==> src/rtl/led_pwm_driver.sv <==
// led_pwm_driver: four-channel LED PWM driver with steady, blink and optional fade modes.
// Commands are staged in a pending slot and applied at a PWM period boundary.
// Optional fade support is compiled in with macro LED_PWM_FADE_EN; without it mode 11 acts as steady.
module led_pwm_driver #(
  parameter int unsigned PWM_BITS  = 8,
  parameter int unsigned BLINK_DIV = 24
) (
  input  logic                i_clk,
  input  logic                i_rst,
  input  logic                i_cmd_valid,
  output logic                o_cmd_ready,
  input  logic [1:0]          i_cmd_led,
  input  logic [1:0]          i_cmd_mode,
  input  logic [PWM_BITS-1:0] i_cmd_duty,
  output logic                o_led_blue,
  output logic                o_led_green,
  output logic                o_led_orange,
  output logic                o_led_red
);

  localparam logic [1:0] MODE_OFF    = 2'b00;
  localparam logic [1:0] MODE_BLINK  = 2'b10;
`ifdef LED_PWM_FADE_EN
  localparam logic [1:0] MODE_FADE   = 2'b11;
`endif
  localparam logic [0:0] ST_IDLE     = 1'b0;
  localparam logic [0:0] ST_PEND     = 1'b1;
  localparam logic [PWM_BITS-1:0]  CNT_MAX   = '1;
  localparam logic [BLINK_DIV-1:0] BLINK_MAX = '1;

  logic [PWM_BITS-1:0]  cnt_q;
  logic [BLINK_DIV-1:0] blink_cnt_q;
  logic                 blink_phase_q;
  logic                 wrap;
  logic                 accept;
  logic                 apply;
  logic [0:0]           state_q;
  logic [0:0]           state_d;
  logic [1:0]           pend_led_q;
  logic [1:0]           pend_mode_q;
  logic [PWM_BITS-1:0]  pend_duty_q;
  logic [1:0]           mode_q [4];
  logic [PWM_BITS-1:0]  duty_q [4];
  logic [PWM_BITS-1:0]  eff_duty [4];
  logic [3:0]           gate;
  logic [3:0]           led_d;
  logic [3:0]           led_q;
`ifdef LED_PWM_FADE_EN
  logic [PWM_BITS-1:0]  level_q [4];
  logic [3:0]           up_q;
`endif

  assign wrap   = (cnt_q == CNT_MAX);
  assign accept = i_cmd_valid && o_cmd_ready && !i_rst;
  assign apply  = (state_q == ST_PEND) && wrap && !i_rst;

  // Next-state logic: wait in PEND until the next period boundary.
  always_comb begin
    state_d = state_q;
    case (state_q)
      ST_IDLE: if (accept) state_d = ST_PEND;
      ST_PEND: if (wrap)   state_d = ST_IDLE;
      default: state_d = ST_IDLE;
    endcase
  end

  // State register with registered ready flag.
  always_ff @(posedge i_clk) begin
    if (i_rst) begin
      state_q     <= ST_IDLE;
      o_cmd_ready <= 1'b1;
    end else begin
      state_q     <= state_d;
      o_cmd_ready <= (state_d == ST_IDLE);
    end
  end

  // Free-running PWM counter and shared blink phase.
  always_ff @(posedge i_clk) begin
    if (i_rst) begin
      cnt_q         <= '0;
      blink_cnt_q   <= '0;
      blink_phase_q <= 1'b0;
    end else begin
      cnt_q       <= cnt_q + PWM_BITS'(1);
      blink_cnt_q <= blink_cnt_q + BLINK_DIV'(1);
      if (blink_cnt_q == BLINK_MAX) blink_phase_q <= ~blink_phase_q;
    end
  end

  // Pending command slot.
  always_ff @(posedge i_clk) begin
    if (i_rst) begin
      pend_led_q  <= '0;
      pend_mode_q <= '0;
      pend_duty_q <= '0;
    end else if (accept) begin
      pend_led_q  <= i_cmd_led;
      pend_mode_q <= i_cmd_mode;
      pend_duty_q <= i_cmd_duty;
    end
  end

  // Per-LED active mode and duty, loaded from the pending slot at the boundary.
  always_ff @(posedge i_clk) begin
    for (int i = 0; i < 4; i++) begin
      if (i_rst) begin
        mode_q[i] <= MODE_OFF;
        duty_q[i] <= '0;
      end else if (apply && (pend_led_q == 2'(i))) begin
        mode_q[i] <= pend_mode_q;
        duty_q[i] <= pend_duty_q;
      end
    end
  end

`ifdef LED_PWM_FADE_EN
  // Fade level: triangle between 0 and duty, one step per PWM period.
  always_ff @(posedge i_clk) begin
    for (int i = 0; i < 4; i++) begin
      if (i_rst) begin
        level_q[i] <= '0;
        up_q[i]    <= 1'b1;
      end else if (apply && (pend_led_q == 2'(i))) begin
        level_q[i] <= '0;
        up_q[i]    <= 1'b1;
      end else if (wrap && (mode_q[i] == MODE_FADE)) begin
        if (duty_q[i] == '0) begin
          level_q[i] <= '0;
        end else if (up_q[i]) begin
          if (level_q[i] < duty_q[i]) begin
            level_q[i] <= level_q[i] + PWM_BITS'(1);
          end else begin
            level_q[i] <= level_q[i] - PWM_BITS'(1);
            up_q[i]    <= 1'b0;
          end
        end else begin
          if (level_q[i] != '0) begin
            level_q[i] <= level_q[i] - PWM_BITS'(1);
          end else begin
            level_q[i] <= level_q[i] + PWM_BITS'(1);
            up_q[i]    <= 1'b1;
          end
        end
      end
    end
  end
`endif

  // PWM compare against the effective duty, gated by blink phase.
  always_comb begin
    for (int i = 0; i < 4; i++) begin
      eff_duty[i] = duty_q[i];
`ifdef LED_PWM_FADE_EN
      if (mode_q[i] == MODE_FADE) eff_duty[i] = level_q[i];
`endif
      gate[i]  = (mode_q[i] == MODE_BLINK) ? blink_phase_q : 1'b1;
      led_d[i] = (mode_q[i] != MODE_OFF) && (cnt_q < eff_duty[i]) && gate[i];
    end
  end

  // Registered LED pins.
  always_ff @(posedge i_clk) begin
    if (i_rst) led_q <= '0;
    else       led_q <= led_d;
  end

  assign o_led_blue   = led_q[0];
  assign o_led_green  = led_q[1];
  assign o_led_orange = led_q[2];
  assign o_led_red    = led_q[3];

endmodule

==> config.mk <==
export PLATFORM = sky130hd
export DESIGN_NAME = led_pwm_driver
export DESIGN_NICKNAME = d
export VERILOG_FILES = /design/src/rtl/led_pwm_driver.sv
export SDC_FILE = /design/constraint.sdc
export NUM_CORES = 1
export LEC_CHECK = 0
export CAP_MARGIN = 10
export CORE_UTILIZATION = 45
export DETAILED_ROUTE_END_ITERATION = 8
export PLACE_DENSITY = 0.69
export SLEW_MARGIN = 20
export SYNTH_ARGS = -nofsm -noshare
export SYNTH_HDL_FRONTEND = slang
export SYNTH_SLANG_ARGS = --single-unit
export TNS_END_PERCENT = 5
==> constraint.sdc <==
create_clock -name i_clk -period 3.4 [get_ports i_clk]
set_input_delay 0.68 -clock i_clk [delete_from_list [all_inputs] [get_ports i_clk]]
set_output_delay 0.68 -clock i_clk [all_outputs]
set_load 0.05 [all_outputs]
==> impl_summary.txt, run 1 <==
----------------------------------------------------
[Worst setup path]
  Crit path buffers/inverters ... 1
  Required arrival time at the worst endpoint ... between 3 and 4 ns
  Dominant delay contributor by cell family on the critical path ... simple AND/OR/NAND/NOR gates
  Worst R2R Path Depth ... 6
  Slowest stage cell on the critical path ... dfxtp_1
  Maximum fanout along the worst path ... 11
  Startpoint of the most critical register-to-register path ... cnt_q[1]$_SDFF_PP0_
  Ordered cell list for the critical path ... ha_1 > nand2_1 > or3_1 > nor4b_1 > buf_4 > or2_2
  Reg2reg end ... duty_q[1][3]$_SDFFCE_PN0P_
  Slowest Stage Delay on Critical Path ... around 0.45 ns
  Type of the worst setup path ... register to register
  Arrival time reported for the critical path endpoint ... between 2 and 2.5 ns
  Critical path endpoint category ... register
  Minimum setup slack among reg-to-reg paths ... ~1.0 ns
  Sort of element at the start of the critical path ... register

[Detailed routing]
  Via-per-instance ratio ... slightly above 5
  Routed wire length ... between 7000 and 8000 um
  DRC violations left ... 0
  First-pass detailed-route iteration total ... 4
  DR WL/cell ... 13.99 um
  DR iter-0 viols ... around 120
  Total via count after detailed routing ... 2869
  Detail Route Antenna Nets ... 0

[Global route]
  First-pass GRT wire length ... ~14000 um
  Pin count of the biggest net entering global routing ... 40
  Global routing met3 resource utilization ... 2.178%
  Total global-route track usage ... about 18%
  Number of antenna violations at the first check in global routing ... 0
  Aggregate global routing overflow ... 0
  Vias in the first global route ... 2753
  Met2 routing resource usage after global routing ... about 27%
  Met1 track demand over resource ... 25.65%
  Global-route layer with the greatest usage ... met2

[Pwr]
  Power per unit of standard cell area ... around 440 nW/um^2
  Worst ir drop on vdd ... 0.0002117 V
  Total power after layout ... about 2.1 mW
  Reported leakage power ... between 1.5 and 2 nW

[Clock tree]
  H-Tree Level Count ... 3
  Number of buffers on the longest clock path ... 2
  Clock transition time at the flip-flop clock pins of the worst setup and hold paths ... around 0.10 ns
  Inserted Clock Buffers ... 9
  Post-CTS setup-driven buffer insertion count ... 0
  Clock network latency to the later pin of the worst-skew pair ... ~0.35 ns
  Hold buffer count at cts ... 0
  Number of cells upsized or downsized after cts ... 0
  CTS sink cnt ... just over 90
  Clock root buffer ... clkbuf_8
  TritonCTS clock tree ... done

[Final layout]
  Final Util ... roughly half
  Finished Layout Cells ... between 500 and 600
  Signed area change from the synthesized netlist to the final layout ... 11.88%
  Share of post-route cells with drive strength above 1 ... roughly 7.0%
  Final nets ... slightly below 500
  Filler Cell Count ... around 840
  Antenna diode count ... 0

[Floorplan]
  Die Ht ... approximately 99 um
  DIE AREA ... a little under 10000 sq um
  Placement row count ... 35
  CORE AREA ... approximately 9200 sq um
  Overall die width ... between 90 and 100 um
  I/O pin cnt ... 20
  Starting density of the core ... 46.27%

[Timing]
  Count of endpoints failing hold in the final timing report ... 0
  Fmax ... ~420 MHz
  Summed negative setup slack over all endpoints ... 0 ns
  Final Max Tran Viols ... 0
  Worst setup skew after layout ... 0.01142 ns
  Measured slew at the worst slew-check pin ... approximately 0.75 ns
  Relative slew slack ... 49.45%
  Hold_ws ... roughly 0.48 ns
  RSZ-0062 raised after global routing ... no
  Setup violation total in the final timing report ... 0
  Ratio of final minimum period to clock period ... between 60 and 70%
  Period minus WS final ... around 2.4 ns

[Yosys]
  Post-synth top flop ... dfxtp_1
  Synth warn ... 0
  Most area-hungry cell type in the Yosys netlist ... edfxtp_1
  Seq cells post-synth ... between 90 and 100
  Post-Synthesis Cell Area ... between 4000 and 5000 sq um
  Share of the yosys chip area belonging to registers ... 52.22%
  Cell types with the largest area share after synthesis ... edfxtp_1 28%, dfxtp_1 24%, ha_1 8.8%
  Most used standard cells in the synthesized netlist ... 51 x dfxtp_1, 41 x and2_1, 40 x edfxtp_1, 37 x nand2_1, 33 x inv_1
  Post-Syn Area per Cell ... 10.13 sq um
  Share of flip-flops with an asynchronous set or reset ... 0%
  Most instantiated library cell after synthesis ... dfxtp_1
  Post-synthesis instance total ... 420
  Synth cell types ... 35
  Number of enable-type register cells in the synthesized netlist ... 40
  Mapped Nets ... roughly 470
  Top-area cell type share of the netlist area ... about 28%

[Placement]
  Gpl congestion ... about 0.78
  Post-DP HPWL ... 5639 um
  Number of cells in the design after placement ... between 500 and 600
  Number of I/O port buffers ... 19

[Hold path]
  Origin of the worst min-delay path ... blink_cnt_q[0]$_SDFF_PP0_
  Worst Hold Path Cells ... 1
  Kind of path behind the tightest hold check ... register to register
  Hold EP ... blink_cnt_q[0]$_SDFF_PP0_

[Job]
  Number of max-capacitance violations reported ... 0

[Status]
  Result of the run ... finished, final reports clean

----------------------------------------------------
[worst reg2reg max path: stages, from the launching register on]
cell     delay [ns]
dfxtp_1        0.45
ha_1           0.27
nand2_1        0.14
or3_1          0.43
nor4b_1        0.29
buf_4          0.21
or2_2          0.26
[how the worst max path moves through the flow]
stage | from | to | slack [ns] | depth (start not counted)
after CTS | cnt_q[1]$_SDFF_PP0_ | duty_q[1][4]$_SDFFCE_PN0P_ | 1.03 | 6
after detailed placement | cnt_q[3]$_SDFF_PP0_ | duty_q[1][5]$_SDFFCE_PN0P_ | 1.07 | 5
after global placement | cnt_q[4]$_SDFF_PP0_ | duty_q[1][3]$_SDFFCE_PN0P_ | 1.13 | 5
after global routing | cnt_q[3]$_SDFF_PP0_ | duty_q[1][3]$_SDFFCE_PN0P_ | 0.91 | 5
after floorplan | i_rst | duty_q[1][0]$_SDFFCE_PN0P_ | 1.34 | 4
final | cnt_q[1]$_SDFF_PP0_ | duty_q[1][3]$_SDFFCE_PN0P_ | 1.04 | 6
[layer usage]
metal / wire length [um] / up-vias
li1: - / 1504
met1: 3942 / 1307
met2: 3493 / 50
met3: 219 / 8
met4: 108 / 0
met5: 0 / -
[flip-flops by register name, summed over array words and instances (netlist names)]
register and cells:
state_q 1, led_q 4, pend_led_q 2, blink_cnt_q 24
pend_mode_q 2, pend_duty_q 8, o_cmd_ready 1, cnt_q 8
blink_phase_q 1, duty_q 32, mode_q 8
[through the flow]
stage	setup slack (ns)	cell area, sq um
6_report	1.045	4761
5_1_grt	0.9076	4761
4_1_cts	1.031	4761
3_5_place_dp	1.075	4552
3_3_place_gp	1.132	4552
2_1_floorplan	1.343	4255
[logic make-up after synthesis]
| family | count (synthesis) | share of synthesized area [%] |
|---|---|---|
| adders and majority gates | 30 | 8.821 |
| buffers and inverters | 48 | 4.263 |
| AOI/OAI and AO/OA | 61 | 8.644 |
| DFF | 91 | 52.22 |
| xor gates and xnor gates | 15 | 3.087 |
| muxes | 4 | 1.058 |
| and+or+nand+nor | 171 | 21.91 |
[layout by cell type, fill, tap and decap left out, types with 4 or more instances in the layout]
cell              n
or3_1             6
or4_1             4
clkbuf_8          9
ha_1             30
nand3_1          12
clkdlybuf4s50_1  18
and2_1           41
inv_1            33
a21oi_1          23
nand2b_1          8
nor2_1           23
edfxtp_1         40
xor2_1            6
nand4_1           6
nand2_1          37
a41oi_1           4
a211oi_1          8
nor2b_1           8
a2111o_1          4
buf_4             4
o21ai_0          21
dfxtp_1          51
xnor2_1           9
or2_2             4
nor3_1            7
nor4_1            6
[where the power goes]
group / leakage [nW] / total (mW) / switching (mW) / internal [mW]
logic: 0.911 / 0.126 / 0.0721 / 0.0536
clock network: 0.0999 / 0.762 / 0.408 / 0.354
registers: 0.828 / 1.20 / 0.0301 / 1.17
[layout make-up]
cell class | count | area (sq um) | area share (%)
clock buffer | 9 | 123.9 | 2.602
clock inverter | 7 | 85.08 | 1.787
inverter | 33 | 123.9 | 2.602
multi-input combinational | 281 | 1852 | 38.90
sequential | 91 | 2222 | 46.68
tap | 111 | 138.9 | 2.917
timing repair buffer | 23 | 215.2 | 4.520
Note: power is estimated with default switching activity, not from simulation.
==> inputs of run 2 (changes only) <==
==> constraint.sdc (replaced) <==
create_clock -name i_clk -period 2.41 [get_ports i_clk]
set_input_delay 0.482 -clock i_clk [delete_from_list [all_inputs] [get_ports i_clk]]
set_output_delay 0.482 -clock i_clk [all_outputs]
set_load 0.05 [all_outputs]
==> impl_summary.txt, run 2 (same netlist as run 1, synthesis figures left out) <==
----------------------------------------------------
[Placement]
  Gpl congestion ... roughly 0.86
  Post-DP HPWL ... slightly below 6000 um
  Dpl cell area ... around 4600 sq um
  Number of I/O port buffers ... 19
  Number of cells in the design after placement ... between 500 and 600
  Post-Place Setup Slack ... 0.2769 ns

[Floorplan]
  DIE AREA ... between 9000 and 10000 sq um
  CORE AREA ... about 9200 sq um
  Starting density of the core ... around 46%
  I/O pin cnt ... 20
  Overall die width ... approximately 100 um
  Placement row count ... 35
  Die Ht ... about 99 um

[Global route]
  Aggregate global routing overflow ... 0
  First-pass GRT wire length ... about 14000 um
  Number of antenna violations at the first check in global routing ... 0
  Total global-route track usage ... 18.18%
  Pin count of the biggest net entering global routing ... 33
  Vias in the first global route ... 2841

[Clock tree]
  Inserted Clock Buffers ... 9
  Clock root buffer ... clkbuf_8
  Clock network latency to the later pin of the worst-skew pair ... between 0.3 and 0.4 ns
  Hold buffer count at cts ... 0
  CTS sink cnt ... roughly 90
  Number of cells upsized or downsized after cts ... 0
  Number of buffers on the longest clock path ... 2
  Clock transition time at the flip-flop clock pins of the worst setup and hold paths ... ~0.09 ns
  TritonCTS clock tree ... done
  Post-CTS setup-driven buffer insertion count ... 0
  H-Tree Level Count ... 3

[Timing]
  Count of endpoints failing hold in the final timing report ... 0
  Fmax ... between 400 and 500 MHz
  Summed negative setup slack over all endpoints ... 0 ns
  Period minus WS final ... between 2 and 2.5 ns
  Final Max Tran Viols ... 0
  Setup violation total in the final timing report ... 0
  Hold_ws ... roughly 0.47 ns
  Final critical-path setup slack ... roughly 0.23 ns
  Measured slew at the worst slew-check pin ... approximately 0.52 ns
  RSZ-0062 raised after global routing ... no
  Worst setup skew after layout ... 0.007210 ns
  Relative slew slack ... 65.24%
  Ratio of final minimum period to clock period ... 90.66%

[Final layout]
  Share of post-route cells with drive strength above 1 ... 8.609%
  Number of flip-flops under the largest register name ... 32
  Most flop-heavy register ... duty_q
  Final Util ... between 50% and 60%
  Storage cell area ... 2222 sq um
  Combined area of the multi-input logic cells ... 1852 sq um
  Most used cells in the layout excluding fill and tap cells ... 51 x dfxtp_1, 41 x and2_1, 40 x edfxtp_1
  Top flop regs ... duty_q x32, blink_cnt_q x24
  Final nets ... between 400 and 500
  Final Instance Area ... approximately 4800 sq um
  Finished Layout Cells ... 564
  Most common library cell in the layout ignoring fill and taps ... dfxtp_1
  Antenna diode count ... 0
  Filler Cell Count ... a little over 800
  Signed area change from the synthesized netlist to the final layout ... 13.61%

[Worst setup path]
  Sort of element at the start of the critical path ... register
  Ordered cell list for the critical path ... ha_1 > nand2_1 > or3_1 > nor4b_1 > or2_2
  Slowest Stage Delay on Critical Path ... about 0.43 ns
  Slowest stage cell on the critical path ... or3_1
  Maximum fanout along the worst path ... 10
  Critical path endpoint category ... register
  Required arrival time at the worst endpoint ... between 2 and 2.5 ns
  Type of the worst setup path ... register to register
  Arrival time reported for the critical path endpoint ... roughly 2.2 ns

[Detailed routing]
  Detail Route Antenna Nets ... 0
  First-pass detailed-route iteration total ... 4
  DR WL/cell ... roughly 14 um
  Routed wire length ... around 8100 um
  DR iter-0 viols ... 110
  Via-per-instance ratio ... around 5.2
  Total via count after detailed routing ... between 2000 and 3000
  DRC violations left ... 0

[Pwr]
  Clock power frac ... ~37%
  Net switching component of the power ... 0.6706 mW
  Power per unit of standard cell area ... 618.1 nW/um^2
  Proportion of power drawn by flip-flops and latches ... a little under three fifths
  Reported leakage power ... approximately 1.9 nW
  Switching part of the total ... around 22%
  Worst ir drop on vdd ... between 0.0005 and 0.0006 V
  Int Power ... between 2 and 2.5 mW
  Total power after layout ... 2.988 mW
  Fraction of power consumed by combinational cells ... 6.4%

[Hold path]
  Kind of path behind the tightest hold check ... input port to register

[Status]
  Result of the run ... finished, final reports clean

[Job]
  Number of max-capacitance violations reported ... 0

----------------------------------------------------
## run 2: cell types whose count changed in the layout (fill, tap and decap cells not counted), sizes merged
cell      delta
buf          +9
clkinv       +3
clkinvlp     -2
bufinv       +1
inv          -2
## run 2: worst max-delay path, delay by kind of cell (launching register included)
kind,cells,cell delay [ns]
DFF,1,0.42
adders and majority gates,1,0.24
and+or+nand+nor,4,1.21
## run 2: power groups by stage
stage | Clock (mW) | Combinational, mW | Sequential (mW)
after global placement | 0 | 0.186 | 1.73
final | 1.11 | 0.191 | 1.69
after detailed placement | 0 | 0.191 | 1.73
after floorplan | 0 | 0.107 | 1.73
after CTS | 1.13 | 0.193 | 1.69
after global routing | 1.19 | 0.215 | 1.70
## run 2: area by class of cell
type                       count  area share (%)
timing repair buffer          32           5.849
multi-input combinational    281           38.30
inverter                      33           2.562
clock buffer                   9           2.562
sequential                    91           45.96
tap                          111           2.873
clock inverter                 7           1.889
## run 2: per-layer routing
layer  wire [um]  track usage [%]
met4         145            7.805
met3         226            3.373
met5           0                0
met1        3879            24.11
met2        3832            29.22
## run 2: path summary, 6_finish.rpt
path / from / end / slack, ns / cells after the start
worst min-delay path: i_rst / state_q$_SDFF_PP0_ / 0.47 / 2
worst max register to register: cnt_q[0]$_SDFF_PP0_ / duty_q[1][5]$_SDFFCE_PN0P_ / 0.23 / 5
worst min register to register: blink_cnt_q[0]$_SDFF_PP0_ / blink_cnt_q[0]$_SDFF_PP0_ / 0.47 / 1
worst max-delay path: cnt_q[0]$_SDFF_PP0_ / duty_q[1][5]$_SDFFCE_PN0P_ / 0.23 / 5
